File: src/rtl/cpu_load_store_unit_if.sv
`default_nettype none
// ============================================================================
// Module   : cpu_load_store_unit_if
// Brief    : Pipeline-side and data-cache-side signals of the load/store unit.
// Revision : 1.0
// ============================================================================
interface cpu_load_store_unit_if;
    // Pipeline side
    logic        i_request;
    logic        i_rw;
    logic [1:0]  i_width;
    logic        i_signed;
    logic        i_flush;
    logic        i_cacheable;
    logic [31:0] i_address;
    logic [31:0] i_wdata;
    logic        o_ready;
    logic        o_fault;
    logic [31:0] o_rdata;
    // Data cache side
    logic        o_dc_request;
    logic        o_dc_rw;
    logic        o_dc_flush;
    logic        o_dc_cacheable;
    logic [31:0] o_dc_address;
    logic [31:0] o_dc_wdata;
    logic        i_dc_ready;
    logic [31:0] i_dc_rdata;

    // master: the surrounding pipeline and cache; slave: the load/store unit
    modport master (
        output i_request, i_rw, i_width, i_signed, i_flush, i_cacheable,
               i_address, i_wdata, i_dc_ready, i_dc_rdata,
        input  o_ready, o_fault, o_rdata, o_dc_request, o_dc_rw, o_dc_flush,
               o_dc_cacheable, o_dc_address, o_dc_wdata
    );

    modport slave (
        input  i_request, i_rw, i_width, i_signed, i_flush, i_cacheable,
               i_address, i_wdata, i_dc_ready, i_dc_rdata,
        output o_ready, o_fault, o_rdata, o_dc_request, o_dc_rw, o_dc_flush,
               o_dc_cacheable, o_dc_address, o_dc_wdata
    );
endinterface
`default_nettype wire

File: src/rtl/cpu_load_store_unit.sv
`default_nettype none
// ============================================================================
// Module   : cpu_load_store_unit
// Brief    : Byte/half/word loads and stores onto a word-only data cache,
//            with read-modify-write for sub-word stores and flush forwarding.
// Revision : 1.0
// ============================================================================
module cpu_load_store_unit #(
    parameter int RESET_STATE_IDLE = 1
) (
    input wire                   i_clock,
    input wire                   i_reset,
    cpu_load_store_unit_if.slave bus
);

    typedef enum logic [2:0] {
        c_st_idle     = 3'd0,
        c_st_read     = 3'd1,
        c_st_rmw_read = 3'd2,
        c_st_rmw_gap  = 3'd3,
        c_st_write    = 3'd4,
        c_st_flush    = 3'd5,
        c_st_done     = 3'd6,
        c_st_fault    = 3'd7
    } state_t;

    // IDLE is the only supported reset state.
    localparam state_t c_reset_state = (RESET_STATE_IDLE == 1) ? c_st_idle : c_st_idle;

    state_t      r_state;
    logic [1:0]  r_width;
    logic        r_signed;
    logic [1:0]  r_offset;
    logic [15:0] r_wdata;
    logic [31:0] r_word;

    logic        r_ready;
    logic        r_fault;
    logic [31:0] r_rdata;
    logic        r_dc_request;
    logic        r_dc_rw;
    logic        r_dc_flush;
    logic        r_dc_cacheable;
    logic [31:0] r_dc_address;
    logic [31:0] r_dc_wdata;

    logic        w_misaligned;

    assign w_misaligned = (bus.i_width == 2'd3) ||
                          ((bus.i_width == 2'd1) && bus.i_address[0]) ||
                          ((bus.i_width == 2'd2) && (bus.i_address[1:0] != 2'b00));

    function automatic logic [31:0] f_extract(input logic [31:0] word,
                                              input logic [1:0]  off,
                                              input logic [1:0]  width,
                                              input logic        sgn);
        logic [7:0]  b;
        logic [15:0] h;
        logic [31:0] res;
        case (off)
            2'd0:    b = word[7:0];
            2'd1:    b = word[15:8];
            2'd2:    b = word[23:16];
            default: b = word[31:24];
        endcase
        h = off[1] ? word[31:16] : word[15:0];
        case (width)
            2'd0:    res = {{24{sgn & b[7]}}, b};
            2'd1:    res = {{16{sgn & h[15]}}, h};
            default: res = word;
        endcase
        return res;
    endfunction

    function automatic logic [31:0] f_merge(input logic [31:0] old,
                                            input logic [1:0]  off,
                                            input logic [1:0]  width,
                                            input logic [15:0] data);
        logic [31:0] res;
        res = old;
        if (width == 2'd0) begin
            case (off)
                2'd0:    res[7:0]   = data[7:0];
                2'd1:    res[15:8]  = data[7:0];
                2'd2:    res[23:16] = data[7:0];
                default: res[31:24] = data[7:0];
            endcase
        end else if (off[1]) begin
            res[31:16] = data;
        end else begin
            res[15:0] = data;
        end
        return res;
    endfunction

    // Outputs are set on the transition into each state so they are pure flops.
    always_ff @(posedge i_clock or negedge i_reset) begin
        if (!i_reset) begin
            r_state        <= c_reset_state;
            r_width        <= 2'd0;
            r_signed       <= 1'b0;
            r_offset       <= 2'd0;
            r_wdata        <= 16'd0;
            r_word         <= 32'd0;
            r_ready        <= 1'b0;
            r_fault        <= 1'b0;
            r_rdata        <= 32'd0;
            r_dc_request   <= 1'b0;
            r_dc_rw        <= 1'b0;
            r_dc_flush     <= 1'b0;
            r_dc_cacheable <= 1'b0;
            r_dc_address   <= 32'd0;
            r_dc_wdata     <= 32'd0;
        end else begin
            case (r_state)
                c_st_idle: begin
                    if (bus.i_request) begin
                        r_width        <= bus.i_width;
                        r_signed       <= bus.i_signed;
                        r_offset       <= bus.i_address[1:0];
                        r_wdata        <= bus.i_wdata[15:0];
                        r_dc_address   <= {bus.i_address[31:2], 2'b00};
                        r_dc_cacheable <= bus.i_cacheable;
                        if (bus.i_flush) begin
                            r_state      <= c_st_flush;
                            r_dc_request <= 1'b1;
                            r_dc_flush   <= 1'b1;
                            r_dc_rw      <= 1'b0;
                        end else if (w_misaligned) begin
                            r_state <= c_st_fault;
                            r_fault <= 1'b1;
                        end else if (!bus.i_rw) begin
                            r_state      <= c_st_read;
                            r_dc_request <= 1'b1;
                            r_dc_rw      <= 1'b0;
                        end else if (bus.i_width == 2'd2) begin
                            r_state      <= c_st_write;
                            r_dc_request <= 1'b1;
                            r_dc_rw      <= 1'b1;
                            r_dc_wdata   <= bus.i_wdata;
                        end else begin
                            r_state      <= c_st_rmw_read;
                            r_dc_request <= 1'b1;
                            r_dc_rw      <= 1'b0;
                        end
                    end
                end
                c_st_read: begin
                    if (bus.i_dc_ready) begin
                        r_word       <= bus.i_dc_rdata;
                        r_rdata      <= f_extract(bus.i_dc_rdata, r_offset, r_width, r_signed);
                        r_ready      <= 1'b1;
                        r_dc_request <= 1'b0;
                        r_state      <= c_st_done;
                    end
                end
                c_st_rmw_read: begin
                    if (bus.i_dc_ready) begin
                        r_word       <= bus.i_dc_rdata;
                        r_dc_request <= 1'b0;
                        r_state      <= c_st_rmw_gap;
                    end
                end
                c_st_rmw_gap: begin
                    // One request-low cycle lets an uncached access retire first.
                    r_dc_wdata   <= f_merge(r_word, r_offset, r_width, r_wdata);
                    r_dc_request <= 1'b1;
                    r_dc_rw      <= 1'b1;
                    r_state      <= c_st_write;
                end
                c_st_write: begin
                    if (bus.i_dc_ready) begin
                        r_dc_request <= 1'b0;
                        r_dc_rw      <= 1'b0;
                        r_ready      <= 1'b1;
                        r_state      <= c_st_done;
                    end
                end
                c_st_flush: begin
                    if (bus.i_dc_ready) begin
                        r_dc_request <= 1'b0;
                        r_dc_flush   <= 1'b0;
                        r_ready      <= 1'b1;
                        r_state      <= c_st_done;
                    end
                end
                c_st_done: begin
                    r_ready <= 1'b0;
                    r_rdata <= 32'd0;
                    r_state <= c_st_idle;
                end
                c_st_fault: begin
                    r_fault <= 1'b0;
                    r_state <= c_st_idle;
                end
                default: r_state <= c_st_idle;
            endcase
        end
    end

    assign bus.o_ready        = r_ready;
    assign bus.o_fault        = r_fault;
    assign bus.o_rdata        = r_rdata;
    assign bus.o_dc_request   = r_dc_request;
    assign bus.o_dc_rw        = r_dc_rw;
    assign bus.o_dc_flush     = r_dc_flush;
    assign bus.o_dc_cacheable = r_dc_cacheable;
    assign bus.o_dc_address   = r_dc_address;
    assign bus.o_dc_wdata     = r_dc_wdata;

endmodule
`default_nettype wire
File: src/flat_wrapper.sv
// flat-port wrapper written by rule: the top's interface ports become plain ports
module cpu_load_store_unit_flat 
#(
    parameter int RESET_STATE_IDLE = 1
)
  (i_clock, i_reset, bus_i_request, bus_i_rw, bus_i_width, bus_i_signed, bus_i_flush, bus_i_cacheable, bus_i_address, bus_i_wdata, bus_i_dc_ready, bus_i_dc_rdata, bus_o_ready, bus_o_fault, bus_o_rdata, bus_o_dc_request, bus_o_dc_rw, bus_o_dc_flush, bus_o_dc_cacheable, bus_o_dc_address, bus_o_dc_wdata);
  cpu_load_store_unit_if bus_i ();
  input wire i_clock;
  input wire i_reset;
  input wire logic [$bits(bus_i.i_request)-1:0] bus_i_request;
  input wire logic [$bits(bus_i.i_rw)-1:0] bus_i_rw;
  input wire logic [$bits(bus_i.i_width)-1:0] bus_i_width;
  input wire logic [$bits(bus_i.i_signed)-1:0] bus_i_signed;
  input wire logic [$bits(bus_i.i_flush)-1:0] bus_i_flush;
  input wire logic [$bits(bus_i.i_cacheable)-1:0] bus_i_cacheable;
  input wire logic [$bits(bus_i.i_address)-1:0] bus_i_address;
  input wire logic [$bits(bus_i.i_wdata)-1:0] bus_i_wdata;
  input wire logic [$bits(bus_i.i_dc_ready)-1:0] bus_i_dc_ready;
  input wire logic [$bits(bus_i.i_dc_rdata)-1:0] bus_i_dc_rdata;
  output wire logic [$bits(bus_i.o_ready)-1:0] bus_o_ready;
  output wire logic [$bits(bus_i.o_fault)-1:0] bus_o_fault;
  output wire logic [$bits(bus_i.o_rdata)-1:0] bus_o_rdata;
  output wire logic [$bits(bus_i.o_dc_request)-1:0] bus_o_dc_request;
  output wire logic [$bits(bus_i.o_dc_rw)-1:0] bus_o_dc_rw;
  output wire logic [$bits(bus_i.o_dc_flush)-1:0] bus_o_dc_flush;
  output wire logic [$bits(bus_i.o_dc_cacheable)-1:0] bus_o_dc_cacheable;
  output wire logic [$bits(bus_i.o_dc_address)-1:0] bus_o_dc_address;
  output wire logic [$bits(bus_i.o_dc_wdata)-1:0] bus_o_dc_wdata;
  assign bus_i.i_request = bus_i_request;
  assign bus_i.i_rw = bus_i_rw;
  assign bus_i.i_width = bus_i_width;
  assign bus_i.i_signed = bus_i_signed;
  assign bus_i.i_flush = bus_i_flush;
  assign bus_i.i_cacheable = bus_i_cacheable;
  assign bus_i.i_address = bus_i_address;
  assign bus_i.i_wdata = bus_i_wdata;
  assign bus_i.i_dc_ready = bus_i_dc_ready;
  assign bus_i.i_dc_rdata = bus_i_dc_rdata;
  assign bus_o_ready = bus_i.o_ready;
  assign bus_o_fault = bus_i.o_fault;
  assign bus_o_rdata = bus_i.o_rdata;
  assign bus_o_dc_request = bus_i.o_dc_request;
  assign bus_o_dc_rw = bus_i.o_dc_rw;
  assign bus_o_dc_flush = bus_i.o_dc_flush;
  assign bus_o_dc_cacheable = bus_i.o_dc_cacheable;
  assign bus_o_dc_address = bus_i.o_dc_address;
  assign bus_o_dc_wdata = bus_i.o_dc_wdata;
  cpu_load_store_unit #(.RESET_STATE_IDLE(RESET_STATE_IDLE)) u_core (.i_clock(i_clock), .i_reset(i_reset), .bus(bus_i));
endmodule
File: config.mk
export PLATFORM = sky130hd
export DESIGN_NAME = cpu_load_store_unit_flat
export DESIGN_NICKNAME = d
export VERILOG_FILES = /design/src/rtl/cpu_load_store_unit_if.sv /design/src/rtl/cpu_load_store_unit.sv /design/src/flat_wrapper.sv
export SDC_FILE = /design/constraint.sdc
export NUM_CORES = 1
export LEC_CHECK = 0
export BUFFER_PORTS_ARGS = -buffer_cell sky130_fd_sc_hd__buf_4
export CAP_MARGIN = 30
export CORE_MARGIN = 3
export CORE_UTILIZATION = 53
export DETAILED_ROUTE_END_ITERATION = 6
export PLACE_DENSITY_LB_ADDON = 0.25
export SLEW_MARGIN = 10
export SYNTH_ARGS = -nofsm -noshare
export SYNTH_HDL_FRONTEND = slang
export SYNTH_SLANG_ARGS = --single-unit
File: constraint.sdc
create_clock -name i_clock -period 1.9 [get_ports i_clock]
set_input_delay 0.095 -clock i_clock [delete_from_list [all_inputs] [get_ports i_clock]]
set_output_delay 0.095 -clock i_clock [all_outputs]
set_load 0.01 [all_outputs]
Yosys cells after proc, flatten, opt, wreduce, memory -nomap -nowiden
Index checks and enable logic that the tools add are counted.
{"block": "word_totals", "regBits": 156, "inputBits": 106, "elab_cells": 122}
{"block": "op_classes", "eq_ne": 27, "muxes": 48, "bitwise": 2, "reduce_logical": 30}
{"cell": "32-bit two-way mux", "n": 7}
{"cell": "32-bit one-hot mux with 2 select lines", "n": 3}
{"cell": "16-bit two-way mux", "n": 3}
{"cell": "8-bit two-way mux", "n": 6}
{"cell": "8-bit one-hot mux with 3 select lines", "n": 1}
{"cell": "3-bit two-way mux", "n": 7}
{"cell": "2-bit inequality test (second input constant)", "n": 9}
{"cell": "4-bit AND reduction", "n": 4}
{"cell": "1-bit two-way mux", "n": 15}
{"cell": "3-bit one-hot mux with 5 select lines", "n": 1}
{"cell": "3-bit == test (second input constant)", "n": 4}
{"cell": "2-bit nonzero test", "n": 6}
{"cell": "2-bit by 1-bit inequality test with 1-bit output (second input constant)", "n": 4}
{"cell": "2-bit AND reduction", "n": 4}
{"cell": "2-bit by 1-bit == test with 1-bit output (second input constant)", "n": 3}
{"cell": "2-bit == test (second input constant)", "n": 3}
{"cell": "3-bit by 2-bit == test with 1-bit output (second input constant)", "n": 2}
{"cell": "1-bit one-hot mux with 2 select lines", "n": 3}
{"cell": "1-bit one-hot mux with 3 select lines", "n": 2}
{"cell": "6-bit AND reduction", "n": 1}
{"cell": "3-bit nonzero test", "n": 2}
{"cell": "3-bit OR reduction", "n": 2}
{"cell": "2-bit logical NOT", "n": 2}
{"cell": "2-bit OR reduction", "n": 2}
{"cell": "8 further kinds", "n": 11}

Longest topological paths before layout
{"block": "depth", "word_depth": 8, "ltp_mapped": 7, "ltp_nobuf": 4}

Least setup slack after synthesis
OpenSTA, ideal clock, no wires.
{"block": "synth_timing", "path_kind": "register to register", "from": "reg u_core.r_state[2]", "to": "reg u_core.r_dc_address[10], in the netlist u_core.bus.o_dc_address[10]", "arrival_time_ns": 1.535, "required_ns": 1.775, "path_slack_ns": 0.240, "path_stages_with_launch": 6, "synth_period_minus_slack_ns": 1.660, "cell_sequence": "dfrtp_1 > buf_4 > nor4b_4 > buf_4 > buf_4 > mux2_2"}
{"block": "synth_between", "elab_chain_len": 2}
{"item": "start: declaration", "line": "cpu_load_store_unit.sv:30", "source": "state_t r_state;"}
{"item": "start signal: assignment", "line": "cpu_load_store_unit.sv:99", "source": "r_state <= c_reset_state;"}
{"item": "start signal: assignment", "line": "cpu_load_store_unit.sv:125", "source": "r_state <= c_st_flush;"}
{"item": "start signal: assignment", "line": "cpu_load_store_unit.sv:130", "source": "r_state <= c_st_fault;"}
{"item": "3-bit logical NOT", "line": "cpu_load_store_unit.sv:115", "source": "case (r_state)"}
{"item": "2-bit AND reduction (no line)"}
{"item": "end signal: assignment", "line": "cpu_load_store_unit.sv:122", "source": "r_dc_address <= {bus.i_address[31:2], 2'b00};"}
{"item": "end: declaration", "line": "cpu_load_store_unit.sv:44", "source": "logic [31:0] r_dc_address;"}
No other way between the ends.
A chain may end at the register's enable or synchronous reset.

Worst setup path in the final report
{"block": "layout_timing", "from": "reg u_core.r_offset[1]", "to": "reg u_core.r_dc_wdata[31], in the netlist u_core.bus.o_dc_wdata[31]"}
{"block": "layout_between", "elab_chain_len": 5}
{"item": "start: declaration", "line": "cpu_load_store_unit.sv:33", "source": "logic [1:0] r_offset;"}
{"item": "start signal: assignment", "line": "cpu_load_store_unit.sv:120", "source": "r_offset <= bus.i_address[1:0];"}
{"item": "2-bit by 1-bit == test with 1-bit output, or another cell as far along", "line": "cpu_load_store_unit.sv:82", "source": "case (off)"}
{"item": "3-bit OR reduction (no line)"}
{"item": "8-bit two-way mux", "line": "cpu_load_store_unit.sv:82"}
{"item": "32-bit two-way mux *", "line": "cpu_load_store_unit.sv:81", "source": "if (width == 2'd0) begin"}
{"item": "32-bit one-hot mux with 2 select lines *", "line": "cpu_load_store_unit.sv:115"}
{"item": "end signal: assignment", "line": "cpu_load_store_unit.sv:140", "source": "r_dc_wdata <= bus.i_wdata;"}
{"item": "end signal: assignment", "line": "cpu_load_store_unit.sv:166", "source": "r_dc_wdata <= f_merge(r_word, r_offset, r_width, r_wdata);"}
{"item": "end: declaration", "line": "cpu_load_store_unit.sv:45", "source": "logic [31:0] r_dc_wdata;"}
Every way passes the cells marked *; elsewhere a longest branch is shown, timed or not.

==> key figures <==
Floorplanning
  – Initial Utilization: 55.66%
  – Height of the die: 125.3 um
  – Die width: 125.3 um
  – Boundary pin count: 208
  – Core Region: 0.01356 mm2
  – Row Count: 42
  – Die ar.: 0.01571 mm2

Status
  – Failing checks: negative hold slack
  – Outcome: finished, violations left

Route
  – DRT antenna net count: 0
  – Drt total wl: 24.57 mm
  – 1st-iter DRT viols: 447
  – DRC: 0
  – Vias: 6657
  – Post-DR wirelength/cell: 21.27 um
  – Initial DRT Pass Iterations: 5
  – Vias per cell: 5.764

Clock network
  – Max clock buf depth: 2
  – TritonCTS clock tree: built
  – Worst-Skew Late Latency: 0.42 ns
  – Num CTS Buffers: 17
  – Clock Sinks: 156
  – CTS root buffer: clkbuf_16
  – Worst-path clk slew: 0.07 ns
  – Clock H-tree levels: 4

Finish
  – Non-Filler Instances: 1155
  – Share of layout cells above drive strength 1: 35.85%
  – # nets final: 1073
  – FILL cells: 811
  – Fin area: 0.01093 mm2
  – Commonest non-fill, non-tap cell in the layout: buf_4
  – Area growth syn-to-layout: 44.82%
  – Ant diodes: 0
  – Most frequent cells in the layout: 231 x buf_4, 156 x dfrtp_1, 96 x dlygate4sd3_1

Hold path
  – HP Class: in2reg

Global route
  – Number of global-route vias before repair: 7162
  – Total grt overflow: 0
  – Initial antenna violation count: 0
  – Overall Global Routing Usage: 31.64%
  – First-pass GRT wire length: 39.08 mm
  – Pin count of the biggest net entering global routing: 52

Logic synthesis
  – #FFs+latches synth: 156
  – Top cells by area, synth: dfrtp_1 52%, mux2i_1 11%, mux2_2 10%
  – Leading area contributor after synthesis: dfrtp_1
  – Primary FF master, synth: dfrtp_1
  – Synth warnings: 0
  – Post-synth EDFFs: 0
  – Sequential area share after synthesis: 51.73%
  – Number of library cell types mapped by synthesis: 50
  – Post-Syn Instances: 661
  – FFs w/ async S/R, synth: 100.0%
  – Mean post-synth cell area: 11.42 um2
  – Top cell type's share of synthesized area: 51.73%
  – Cell Area, Synth: 0.007546 mm2

Worst setup path
  – R2R depth: 5
  – WS Path Type: reg2reg
  – Critical-path cell list: buf_4 > inv_1 > nor2_1 > o22ai_1 > mux2i_1
  – Top cell family by delay on the critical path: simple AND/OR/NAND/NOR gates
  – Slowest stage cell on the critical path: nor2_1
  – Crit path DAT: 2.09 ns
  – Setup slack, reg-to-reg: 0.15 ns
  – Crit path depth: 5
  – Worst path buffer plus inverter count: 2
  – CP max stage delay: 0.50 ns
  – CP Capture Type: flip-flop
  – Setup crit start: u_core.r_offset[1]
  – Worst EP required: 2.25 ns
  – Worst r2r dst: u_core.bus.o_dc_wdata[31]
  – CP startpoint kind: flip-flop
  – Worst-path maximum fanout: 12
  – Critical R2R Launch: u_core.r_offset[1]
  – CP endpoint: u_core.bus.o_dc_wdata[31]

Run
  – Max-Cap Viols: 0

STA
  – Minimum clock period: 1.746 ns
  – RSZ-0062 raised after global routing: false
  – F_max: 0.5728 GHz
  – Max-slew violations: 0
  – Setup TNS: 0 ns
  – Final hold vios: 1
  – WHS: -0.0003541 ns
  – Final setup violating endpoints: 0
  – Slew HR: 62.76%
  – Worst-margin pin slew: 0.5565 ns
  – Final period util: 91.88%
  – Layout Skew: 0.009529 ns

Place
  – GPL Wtd Cong: 0.8986
  – PortBufs: 205
  – Final HPWL DP: 16.18 mm
  – Post-DP Area: 0.009375 mm2
  – Placed Cells: 1028

Power
  – Maximum vdd drop: 976.7 uV
  – Power Density: 1617 mW/mm2
  – Pwr Total: 0.01767 W
  – Pleak: 5.485 nW
-- tightest hold or removal path, delay by kind of cell --
family / cells / cell delay [ns]
multiplexers: 2 / 0.20
buffers and inverters: 1 / 0.08
-- metal layers --
layer	wire length (um)	GRT usage, %	vias to the layer above
met5	0	0	-
met4	771	12.69	0
met3	1808	7.164	67
met2	12480	54.70	329
met1	9511	38.52	3277
li1	-	-	2984
-- kinds of logic (layout without fill, tap and decap cells) --
group,Yosys count,count (layout),synth area share [%]
mux,153,153,21.49
xor+xnor,1,1,0.1161
flops,156,156,51.73
compound gates,149,149,12.97
other cells,1,2,0.04970
buf+inv,57,374,4.095
simple gates,144,144,9.551
-- power breakdown --
part | internal, W | switching (W) | leakage [nW]
clock network | 0.00202 | 0.00140 | 0.284
registers | 0.00493 | 0.00119 | 1.91
logic | 0.00404 | 0.00410 | 3.29
total | 0.0110 | 0.00669 | 5.48
-- what timing repair did --
| item | 4_1_cts | 5_1_grt |
|---|---|---|
| resized for setup | 0 | 1 |
| hold buffers | 96 | 0 |
| setup endpoints to repair | 0 | 1 |
| hold endpoints to repair | 152 | 0 |
| setup buffers | 0 | 0 |
-- flip-flops by register name (all words and copies together) (netlist names) --
| name | count |
|---|---|
| u_core.bus.o_dc_address | 30 |
| u_core.bus.o_dc_cacheable | 1 |
| u_core.bus.o_dc_flush | 1 |
| u_core.bus.o_dc_request | 1 |
| u_core.bus.o_dc_rw | 1 |
| u_core.bus.o_dc_wdata | 32 |
| u_core.bus.o_fault | 1 |
| u_core.bus.o_rdata | 32 |
| u_core.bus.o_ready | 1 |
| u_core.r_offset | 2 |
| u_core.r_signed | 1 |
| u_core.r_state | 3 |
| u_core.r_wdata | 16 |
| u_core.r_width | 2 |
| u_core.r_word | 32 |
-- how the worst min path moves through the flow --
stage	from	endpoint	slack [ns]	cells past startpoint
2_1_floorplan	i_reset	u_core.bus.o_dc_address[10]	-0.20	0
3_3_place_gp	i_reset	u_core.bus.o_rdata[21]	0.07	1
3_5_place_dp	i_reset	u_core.bus.o_rdata[21]	0.09	1
4_1_cts	bus_i_dc_rdata[27]	u_core.r_word[27]	0.001	2
5_1_grt	bus_i_wdata[23]	u_core.bus.o_dc_wdata[23]	0.00004	3
6_report	bus_i_wdata[30]	u_core.bus.o_dc_wdata[30]	-0.0004	3
-- per-stage QoR --
step	util [%]	setup WS, ns
2_1_floorplan	-	0.2399
3_3_place_gp	69.15	0.2197
3_5_place_dp	69.15	0.1600
4_1_cts	80.58	0.1536
5_1_grt	80.60	0.04266
6_report	80.60	0.1542
-- cell type report --
type / count / area (um2) / share of cell area, %
flip-flops and latches: 156 / 3904 / 35.72
multi-input cells: 449 / 3354 / 30.70
repair buffers: 334 / 2826 / 25.86
clock buffers: 20 / 456.7 / 4.179
well taps: 176 / 220.2 / 2.015
clock inverters: 11 / 132.6 / 1.214
inverters: 9 / 33.78 / 0.3091
-- cell usage after synthesis (7+ instances only) --
cell,count
buf_4,10
clkbuf_1,9
o21ai_1,11
mux2_2,70
nand2_1,88
o21ai_0,41
o2bb2ai_1,14
a31oi_1,11
or4b_1,7
inv_1,8
nor2_1,8
mux2i_1,81
dfrtp_1,156
buf_2,22
nor3_1,9
a21o_1,7
a21oi_1,33
and3b_1,7
Note: power is estimated with default switching activity, not from simulation.
